$ cat src/rtl/seg7_scan_driver.sv
// Time-multiplexed scan driver for an 8-digit common-anode 7-segment display.
// A coherent digit/blank/dp snapshot is captured once per frame; brightness is applied live.
module seg7_scan_driver #(
  parameter int unsigned SCAN_DIV = 12500,
  parameter int unsigned AN_NUM   = 8,
  parameter int unsigned CATH_NUM = 7
) (
  input  logic                  clk_i,
  input  logic                  rst,
  input  logic [4*AN_NUM-1:0]   num_i,
  input  logic [AN_NUM-1:0]     blank_i,
  input  logic [AN_NUM-1:0]     dp_i,
  input  logic [3:0]            bright_i,
  input  logic                  en_i,
  output logic [CATH_NUM-1:0]   cath_o,
  output logic                  dp_o,
  output logic [AN_NUM-1:0]     an_o,
  output logic                  frame_o
);

  localparam int unsigned CNT_W  = $clog2(SCAN_DIV);
  localparam int unsigned DIG_W  = $clog2(AN_NUM);
  localparam int unsigned THR_W  = CNT_W + 1;
  localparam int unsigned SLOT16 = SCAN_DIV / 16;

  logic [CNT_W-1:0]    cnt;
  logic [DIG_W-1:0]    dig;
  logic                run;
  logic [4*AN_NUM-1:0] num_s;
  logic [AN_NUM-1:0]   blank_s;
  logic [AN_NUM-1:0]   dp_s;

  logic                slot_end_c;
  logic                wrap_c;
  logic                first_c;
  logic                capture_c;
  logic [4*AN_NUM-1:0] num_eff_c;
  logic [AN_NUM-1:0]   blank_eff_c;
  logic [AN_NUM-1:0]   dp_eff_c;
  logic [3:0]          nib_c;
  logic [CATH_NUM-1:0] seg_c;
  logic [THR_W-1:0]    thr_c;
  logic                lit_c;

  // Frame wrap captures for the next frame; the first enabled cycle uses the inputs directly
  // so digit 0 already shows fresh data in the cycle after (re)enable.
  always_comb begin
    slot_end_c  = (cnt == CNT_W'(SCAN_DIV - 1));
    wrap_c      = en_i && slot_end_c && (dig == DIG_W'(AN_NUM - 1));
    first_c     = en_i && !run;
    capture_c   = first_c || wrap_c;
    num_eff_c   = first_c ? num_i   : num_s;
    blank_eff_c = first_c ? blank_i : blank_s;
    dp_eff_c    = first_c ? dp_i    : dp_s;
    nib_c       = num_eff_c[{dig, 2'b00} +: 4];
    thr_c       = THR_W'(bright_i) * THR_W'(SLOT16);
    lit_c       = en_i && !blank_eff_c[dig] && ({1'b0, cnt} < thr_c);
  end

  // Hex to active-high segments, bit6 = a ... bit0 = g
  always_comb begin
    seg_c = CATH_NUM'(7'h00);
    case (nib_c)
      4'h0: seg_c = CATH_NUM'(7'h7E);
      4'h1: seg_c = CATH_NUM'(7'h30);
      4'h2: seg_c = CATH_NUM'(7'h6D);
      4'h3: seg_c = CATH_NUM'(7'h79);
      4'h4: seg_c = CATH_NUM'(7'h33);
      4'h5: seg_c = CATH_NUM'(7'h5B);
      4'h6: seg_c = CATH_NUM'(7'h5F);
      4'h7: seg_c = CATH_NUM'(7'h70);
      4'h8: seg_c = CATH_NUM'(7'h7F);
      4'h9: seg_c = CATH_NUM'(7'h7B);
      4'hA: seg_c = CATH_NUM'(7'h77);
      4'hB: seg_c = CATH_NUM'(7'h1F);
      4'hC: seg_c = CATH_NUM'(7'h4E);
      4'hD: seg_c = CATH_NUM'(7'h3D);
      4'hE: seg_c = CATH_NUM'(7'h4F);
      default: seg_c = CATH_NUM'(7'h47);
    endcase
  end

  // Scan counters and shadow snapshot
  always_ff @(posedge clk_i or posedge rst) begin
    if (rst) begin
      cnt     <= '0;
      dig     <= '0;
      run     <= 1'b0;
      num_s   <= '0;
      blank_s <= '1;
      dp_s    <= '0;
    end else begin
      run <= en_i;
      if (!en_i) begin
        cnt <= '0;
        dig <= '0;
      end else if (slot_end_c) begin
        cnt <= '0;
        dig <= (dig == DIG_W'(AN_NUM - 1)) ? '0 : dig + DIG_W'(1);
      end else begin
        cnt <= cnt + CNT_W'(1);
      end
      if (capture_c) begin
        num_s   <= num_i;
        blank_s <= blank_i;
        dp_s    <= dp_i;
      end
    end
  end

  // Registered pin drivers
  always_ff @(posedge clk_i or posedge rst) begin
    if (rst) begin
      an_o    <= '1;
      cath_o  <= '1;
      dp_o    <= 1'b1;
      frame_o <= 1'b0;
    end else begin
      an_o    <= lit_c ? ~(AN_NUM'(1) << dig) : '1;
      cath_o  <= en_i ? ~seg_c : '1;
      dp_o    <= en_i ? ~dp_eff_c[dig] : 1'b1;
      frame_o <= wrap_c;
    end
  end

endmodule
$ cat config.mk
export PLATFORM = sky130hd
export DESIGN_NAME = seg7_scan_driver
export DESIGN_NICKNAME = d
export VERILOG_FILES = /design/src/rtl/seg7_scan_driver.sv
export SDC_FILE = /design/constraint.sdc
export NUM_CORES = 1
export LEC_CHECK = 0
export CAP_MARGIN = 25
export CORE_MARGIN = 4
export CORE_UTILIZATION = 50
export CTS_BUF_LIST = sky130_fd_sc_hd__clkbuf_4 sky130_fd_sc_hd__clkbuf_8
export DETAILED_ROUTE_END_ITERATION = 10
export DONT_BUFFER_PORTS = 1
export PLACE_DENSITY_LB_ADDON = 0.2
export SETUP_SLACK_MARGIN = 0.1
export SYNTH_ARGS = -nofsm -noshare
export SYNTH_HDL_FRONTEND = slang
export SYNTH_SLANG_ARGS = --single-unit
$ cat constraint.sdc
create_clock -name clk_i -period 3.3 [get_ports clk_i]
set_input_delay 0.33 -clock clk_i [delete_from_list [all_inputs] [get_ports clk_i]]
set_output_delay 0.33 -clock clk_i [all_outputs]
set_load 0.01 [all_outputs]
==> impl_metrics.yaml, run 1 <==
outcome:
  status: "complete, no violations"
route:
  routed_wire_length_per_instance_um: 18.7
  remaining_drc_errors: 0
  detail_route.iter0.violations: 104
  dr_total_vias: 3240
  detail-route-antenna-nets: 0
  finalWirelength_um: 10600
  drt_first_pass_iters: 4
  avgViaCountPerCell: 5.71
global_route:
  number_of_antenna_violations_at_the_first_check_in_global_routing: 0
  largest_net_degree_at_the_start_of_global_routing: 51
  grt_usage: 0.193
  wire_length_of_the_first_global_routing_pass_um: 17400
  first_global_vias: 3515
  global_route.overflow_total: 0
place:
  place.port_buffers: 0
  place.detailed.hpwl_um: 7930
  place.gp.congestion: 0.797
  dpl_cell_area_um2: 5330
clock_network:
  cts_made_buffers: 9
  cts_tree: "done"
  h-tree-depth: 3
  number_of_buffers_between_clock_root_and_the_deepest_sink: 2
  number_of_clock_sinks: 83
  root_buffer: "sky130_fd_sc_hd__clkbuf_8"
  path_clk_slew_ns: 0.09
  clock_insertion_delay_worst_skew_ns: 0.35
worst_setup_path:
  timing.critical_path.cells: "inv_8 -> ha_4 -> inv_2 -> ha_4 -> ha_4 -> a21o_1 -> a31o_2 -> and2_4 -> o2111a_1 -> o21ai_2 -> xor2_1 -> ha_1 -> a21o_1 -> a211oi_4 -> nand2_2 -> nor2_1 -> o21ai_1"
  critical_path_class: "primary input to flop"
  r2r_cells: 10
  arrival_ns: 3.31
  critical_path_peak_fanout: 5
  critical_path_buf_inv_count: 2
  cp_top_family: "compound AO/OA/AOI/OAI gates"
  critical_path.slowest_cell: "sky130_fd_sc_hd__a211oi_4"
  crit_path_start_kind: "primary input"
  kind_of_capture_point_of_the_worst_setup_path: "flop"
  path_depth: 17
  critPathRequiredTime_ns: 3.58
  timing.critical_path.slowest_cell_delay_ns: 0.34
  path_common_cell: "sky130_fd_sc_hd__ha_4"
yosys:
  synth_flop_cell: "sky130_fd_sc_hd__dfrtp_1"
  synth_adder_area_share: 0.107
  post_synthesis_average_cell_area_um2: 12.2
  synth-compound-area-share: 0.0804
  yosysUniqueCellTypes: 54
  synthesis.area_um2: 5000
  asyncSetResetFlopFracSynth: 1.00
  yosys.area_share.xor_xnor: 0.0386
  synth_nets: 508
  largest_family_of_logic_cells_by_synthesized_area: "multiplexers"
  synth_sequential_area_ratio: 0.422
  synth_enable_flop_cells: 0
  yosys_warnings: 0
  postSynthRegisterBits: 83
  synthSimpleGateAreaFrac: 0.0856
  mapped_cells: 411
  synthMuxAreaShare: 0.233
timing:
  finalHoldViolCount: 0
  transition_time_at_the_pin_with_the_least_slew_margin_ns: 0.875
  timing.final.setup_violations: 0
  fin_tns_setup_ns: 0
  max_freq_ghz: 0.330
  rsz0062_at_grt: "no"
  fin_worst_skew_ns: 0.0157
  timing.final.crit_period_ns: 3.03
  finalMaxSlewViolations: 0
  timing.slew.headroom: 0.417
  final_min_period_over_clock_period: 0.918
floorplanning:
  die_height_um: 108
  die_area_um2: 11700
  die-width_um: 108
  core-area_um2: 9770
  floorplan.rows: 36
  pin_count: 72
  floorplan.initialDensity: 0.511
layout:
  layout-drive-gt1-share: 0.343
  final_cell_area_um2: 5580
  final.fill_count: 830
  multiInputGateArea_um2: 2850
  synthToLayoutAreaGrowth_pct: 11.7
  regArea_um2: 2110
  antennaDiodeCount: 0
  design.final.nets: 526
power:
  ir_drop_mv: 0.311
  power_leakage_nw: 2.39
  cellPowerDensity_nw_per_um2: 436
flow_run:
  maxCapViolCount: 0
min_path:
  hold_path_class: "primary input to asynchronous set/reset pin"
==> report_power, final <==
part           switching [W]  internal, W
sequential         0.0000607      0.00115
clock               0.000366     0.000376
combinational       0.000218     0.000266
total               0.000644      0.00179
==> through the flow <==
stage               total power, W  instances  worst slack [ns]  utilization  hold WS (ns)
finish                     0.00243        567             0.270        0.571        0.0105
global route               0.00257        567             0.112        0.571        0.0159
CTS                        0.00246        566             0.243        0.567       0.00477
detailed placement         0.00171        549            -0.134        0.545         0.364
global placement           0.00169        549           -0.0203        0.545         0.364
floorplan                  0.00160        411            0.0697            -         0.361
==> placed cells by master, fill, tap and decap left out, types with 8 or more instances in the layout <==
| cell | instances |
|---|---|
| sky130_fd_sc_hd__dfrtp_1 | 59 |
| sky130_fd_sc_hd__mux2_2 | 45 |
| sky130_fd_sc_hd__ha_1 | 33 |
| sky130_fd_sc_hd__nor2_1 | 30 |
| sky130_fd_sc_hd__dfstp_2 | 24 |
| sky130_fd_sc_hd__nand2_1 | 22 |
| sky130_fd_sc_hd__mux4_2 | 21 |
| sky130_fd_sc_hd__buf_4 | 18 |
| sky130_fd_sc_hd__mux2i_1 | 15 |
| sky130_fd_sc_hd__nand3_1 | 12 |
| sky130_fd_sc_hd__inv_1 | 12 |
| sky130_fd_sc_hd__xor2_1 | 12 |
| sky130_fd_sc_hd__xnor2_1 | 10 |
| sky130_fd_sc_hd__clkbuf_8 | 9 |
| sky130_fd_sc_hd__o21ai_1 | 8 |
==> layer usage <==
metal / vias to the layer above / GRT usage / part of all wire
li1: 1539 / - / -
met1: 1620 / 0.247 / 0.43
met2: 68 / 0.315 / 0.49
met3: 13 / 0.0579 / 0.058
met4: 0 / 0.0649 / 0.016
met5: - / 0 / 0
==> layout make-up <==
type,instances,area share
inverters,18,0.0137
flip-flops and latches,83,0.377
repair buffers,21,0.0332
clock buffers,12,0.0262
multi-input cells,296,0.510
clock inverters,4,0.00941
well taps,133,0.0298
==> cell usage after synthesis (all sizes together), types with 8 or more instances <==
library cell	count	area (µm²)
a21oi	8	43.8
mux4	21	473
dfrtp	59	1480
nor2	32	120
o21ai	14	73.8
ha	41	513
dfstp	24	631
mux2	48	541
inv	16	60.1
xor2	12	105
xnor2	10	87.6
buf	8	80.1
nand2	23	86.3
mux2i	15	150
nand3	12	60.1
==> repair_timing <==
action / 4_1_cts / 5_1_grt
setup buffers: 0 / 1
hold buffers: 1 / 0
setup endpoints to repair: 0 / 6
gates resized for setup: 0 / 6
hold endpoints to repair: 1 / 0
==> sequential cells by signal, indices dropped and copies added, names as in the netlist <==
| name | cells |
|---|---|
| blank_s | 8 |
| run | 1 |
| cath_o | 7 |
| cnt | 14 |
| num_s | 32 |
| an_o | 8 |
| dp_s | 8 |
| dig | 3 |
| dp_o | 1 |
| frame_o | 1 |
==> final timing paths <==
check	end	from	slack, ns
worst max-delay path	an_o[4]	bright_i[2]	0.27
worst min-delay path	cnt[12]	rst	0.01
worst max register to register	cath_o[3]	run	0.33
worst min register to register	dp_s[7]	dp_s[7]	0.50
max in group asynchronous	cath_o[2]	rst	2.46
min in group clk_i	dp_o	en_i	0.03
==> logic make-up (layout without fill, tap and decap cells) <==
group / Yosys count / count (layout)
AND/OR/NAND/NOR: 91 / 91
multiplexers: 84 / 84
flip-flops: 83 / 83
AO/OA/AOI/OAI: 57 / 57
adder cells (fa/ha/maj): 42 / 42
buffers and inverters: 32 / 55
XOR/XNOR: 22 / 22
Power figures use the tool's default switching activity.
==> inputs of run 2 (changes only) <==
GPL_TIMING_DRIVEN = 0   (was default)
PLACE_DENSITY = 0.67   (was default)
PLACE_DENSITY_LB_ADDON = default   (was 0.2)
==> impl_metrics.yaml, run 2 (synthesis results as in run 1) <==
layout:
  layout.cells.most_common_list: "59 x sky130_fd_sc_hd__dfrtp_1, 45 x sky130_fd_sc_hd__mux2_2, 33 x sky130_fd_sc_hd__ha_1, 32 x sky130_fd_sc_hd__nor2_1, 24 x sky130_fd_sc_hd__dfstp_2"
  antennaDiodeCount: 0
  design.final.nets: 527
  top_flop_regs: "num_s (32), cnt (14)"
  final_cell_area_um2: 5630
  mostFrequentLayoutCell: "sky130_fd_sc_hd__dfrtp_1"
  fin_util: 0.576
  synthToLayoutAreaGrowth_pct: 12.6
  largest_register_ff_count: 32
  final.fill_count: 834
  registers.top_by_ff_count: "num_s"
  layout-drive-gt1-share: 0.336
floorplanning:
  die_area_um2: 11700
  floorplan.rows: 36
  die_height_um: 108
  pin_count: 72
  core-area_um2: 9770
  die-width_um: 108
  floorplan.initialDensity: 0.511
route:
  routed_wire_length_per_instance_um: 18.7
  finalWirelength_um: 10600
  remaining_drc_errors: 0
  detail_route.iter0.violations: 154
  avgViaCountPerCell: 5.72
  drt_first_pass_iters: 4
  detail-route-antenna-nets: 0
  dr_total_vias: 3247
timing:
  final_min_period_over_clock_period: 0.947
  transition_time_at_the_pin_with_the_least_slew_margin_ns: 0.623
  timing.slew.headroom: 0.585
  timing.final.setup_violations: 0
  fin_worst_hold_slack_ns: 0.105
  rsz0062_at_grt: "yes"
  fin_tns_setup_ns: 0
  timing.final.crit_period_ns: 3.12
  fin_worst_skew_ns: 0.0133
  finalMaxSlewViolations: 0
  max_freq_ghz: 0.320
  finalHoldViolCount: 0
clock_network:
  h-tree-depth: 3
  number_of_clock_sinks: 83
  root_buffer: "sky130_fd_sc_hd__clkbuf_8"
  number_of_buffers_between_clock_root_and_the_deepest_sink: 2
  cts_made_buffers: 9
  path_clk_slew_ns: 0.09
  clock_insertion_delay_worst_skew_ns: 0.36
  cts_tree: "done"
outcome:
  status: "complete, no violations"
worst_setup_path:
  r2r_cells: 9
  critical_path_peak_fanout: 5
  kind_of_capture_point_of_the_worst_setup_path: "flop"
  crit_path_start_kind: "primary input"
  rr_startpoint: "dig[1]"
  critPathRequiredTime_ns: 3.55
  arrival_ns: 3.38
  critical_path_class: "primary input to flop"
  worstReg2RegEnd: "cath_o[3]"
  r2r_setup_slack_ns: 0.35
global_route:
  globalRouteMet3Util: 0.0633
  largest_net_degree_at_the_start_of_global_routing: 46
  global_route.overflow_total: 0
  grt_busiest_layer: "met2"
  wire_length_of_the_first_global_routing_pass_um: 17600
  number_of_antenna_violations_at_the_first_check_in_global_routing: 0
  first_global_vias: 3446
  use_met1: 0.253
  grt_usage: 0.198
  globalRouteMet2Util: 0.327
flow_run:
  maxCapViolCount: 0
place:
  dpl_cell_area_um2: 5290
  place.port_buffers: 0
  place.detailed.hpwl_um: 7990
  place.gp.congestion: 0.801
power:
  total_power_w: 0.00246
  power_leakage_nw: 2.39
  cellPowerDensity_nw_per_um2: 437
  ir_drop_mv: 0.298
min_path:
  worstHoldEndpoint: "dp_s[7]"
  holdPathStages: 1
  hold_path_class: "primary input to flop"
  min_from: "dp_i[7]"
run 2: repair_timing:
action,4_1_cts,5_1_grt
gates resized for setup,2,14
hold buffers,2,0
endpoints found under the setup margin,3,9
setup buffers,0,5
endpoints found under the hold margin,26,0
pin swaps,0,16
run 2: area by class of cell:
cell class / count / area (µm²) / share of cell area
plain buffers: 14 / 111 / 0.0198
clock buffers: 12 / 146 / 0.0260
clock inverters: 4 / 52.6 / 0.00934
inverters: 18 / 77.6 / 0.0138
multi-input cells: 296 / 2880 / 0.512
flip-flops and latches: 83 / 2110 / 0.374
well taps: 133 / 166 / 0.0296
repair buffers: 8 / 85.1 / 0.0151
run 2: through the flow:
stage,setup WS [ns],cells
finish,0.176,568
global route,0.00629,568
CTS,0.133,563
detailed placement,-0.360,545
global placement,-0.280,544
floorplan,0.0697,411
run 2: critical path, stage by stage:
cell and delay (ns):
sky130_fd_sc_hd__ha_4 0.22, sky130_fd_sc_hd__ha_4 0.24, sky130_fd_sc_hd__ha_4 0.16, sky130_fd_sc_hd__fa_2 0.35
sky130_fd_sc_hd__a21o_1 0.19, sky130_fd_sc_hd__a21o_1 0.17, sky130_fd_sc_hd__a41o_1 0.27, sky130_fd_sc_hd__xnor2_2 0.14
sky130_fd_sc_hd__ha_1 0.29, sky130_fd_sc_hd__a21o_1 0.16, sky130_fd_sc_hd__a21o_1 0.20, sky130_fd_sc_hd__a211oi_4 0.31
sky130_fd_sc_hd__nand2_1 0.11, sky130_fd_sc_hd__nor2_1 0.13, sky130_fd_sc_hd__o21ai_1 0.10
run 2: report_power, final:
part | internal (W) | total (W) | leakage (nW) | switching, W
clock | 0.000376 | 0.000745 | 0.0931 | 0.000370
combinational | 0.000278 | 0.000509 | 1.31 | 0.000231
sequential | 0.00115 | 0.00121 | 0.982 | 0.0000590
run 2: how the worst max path moves through the flow:
| stage | from | endpoint | slack (ns) | cells past startpoint |
|---|---|---|---|---|
| 4_1_cts | run | cath_o[3] | 0.13 | 11 |
| 6_report | bright_i[1] | an_o[2] | 0.18 | 15 |
| 3_5_place_dp | bright_i[1] | an_o[6] | -0.36 | 13 |
| 3_3_place_gp | bright_i[1] | an_o[6] | -0.28 | 13 |
| 5_1_grt | bright_i[1] | an_o[0] | 0.006 | 15 |
| 2_1_floorplan | bright_i[2] | an_o[4] | 0.07 | 17 |
run 2: per-layer routing:
metal / up-vias / routed length (µm) / part of all wire
li1: 1539 / - / -
met1: 1631 / 4510 / 0.42
met2: 69 / 5280 / 0.50
met3: 8 / 718 / 0.068
met4: 0 / 116 / 0.011
met5: - / 0 / 0
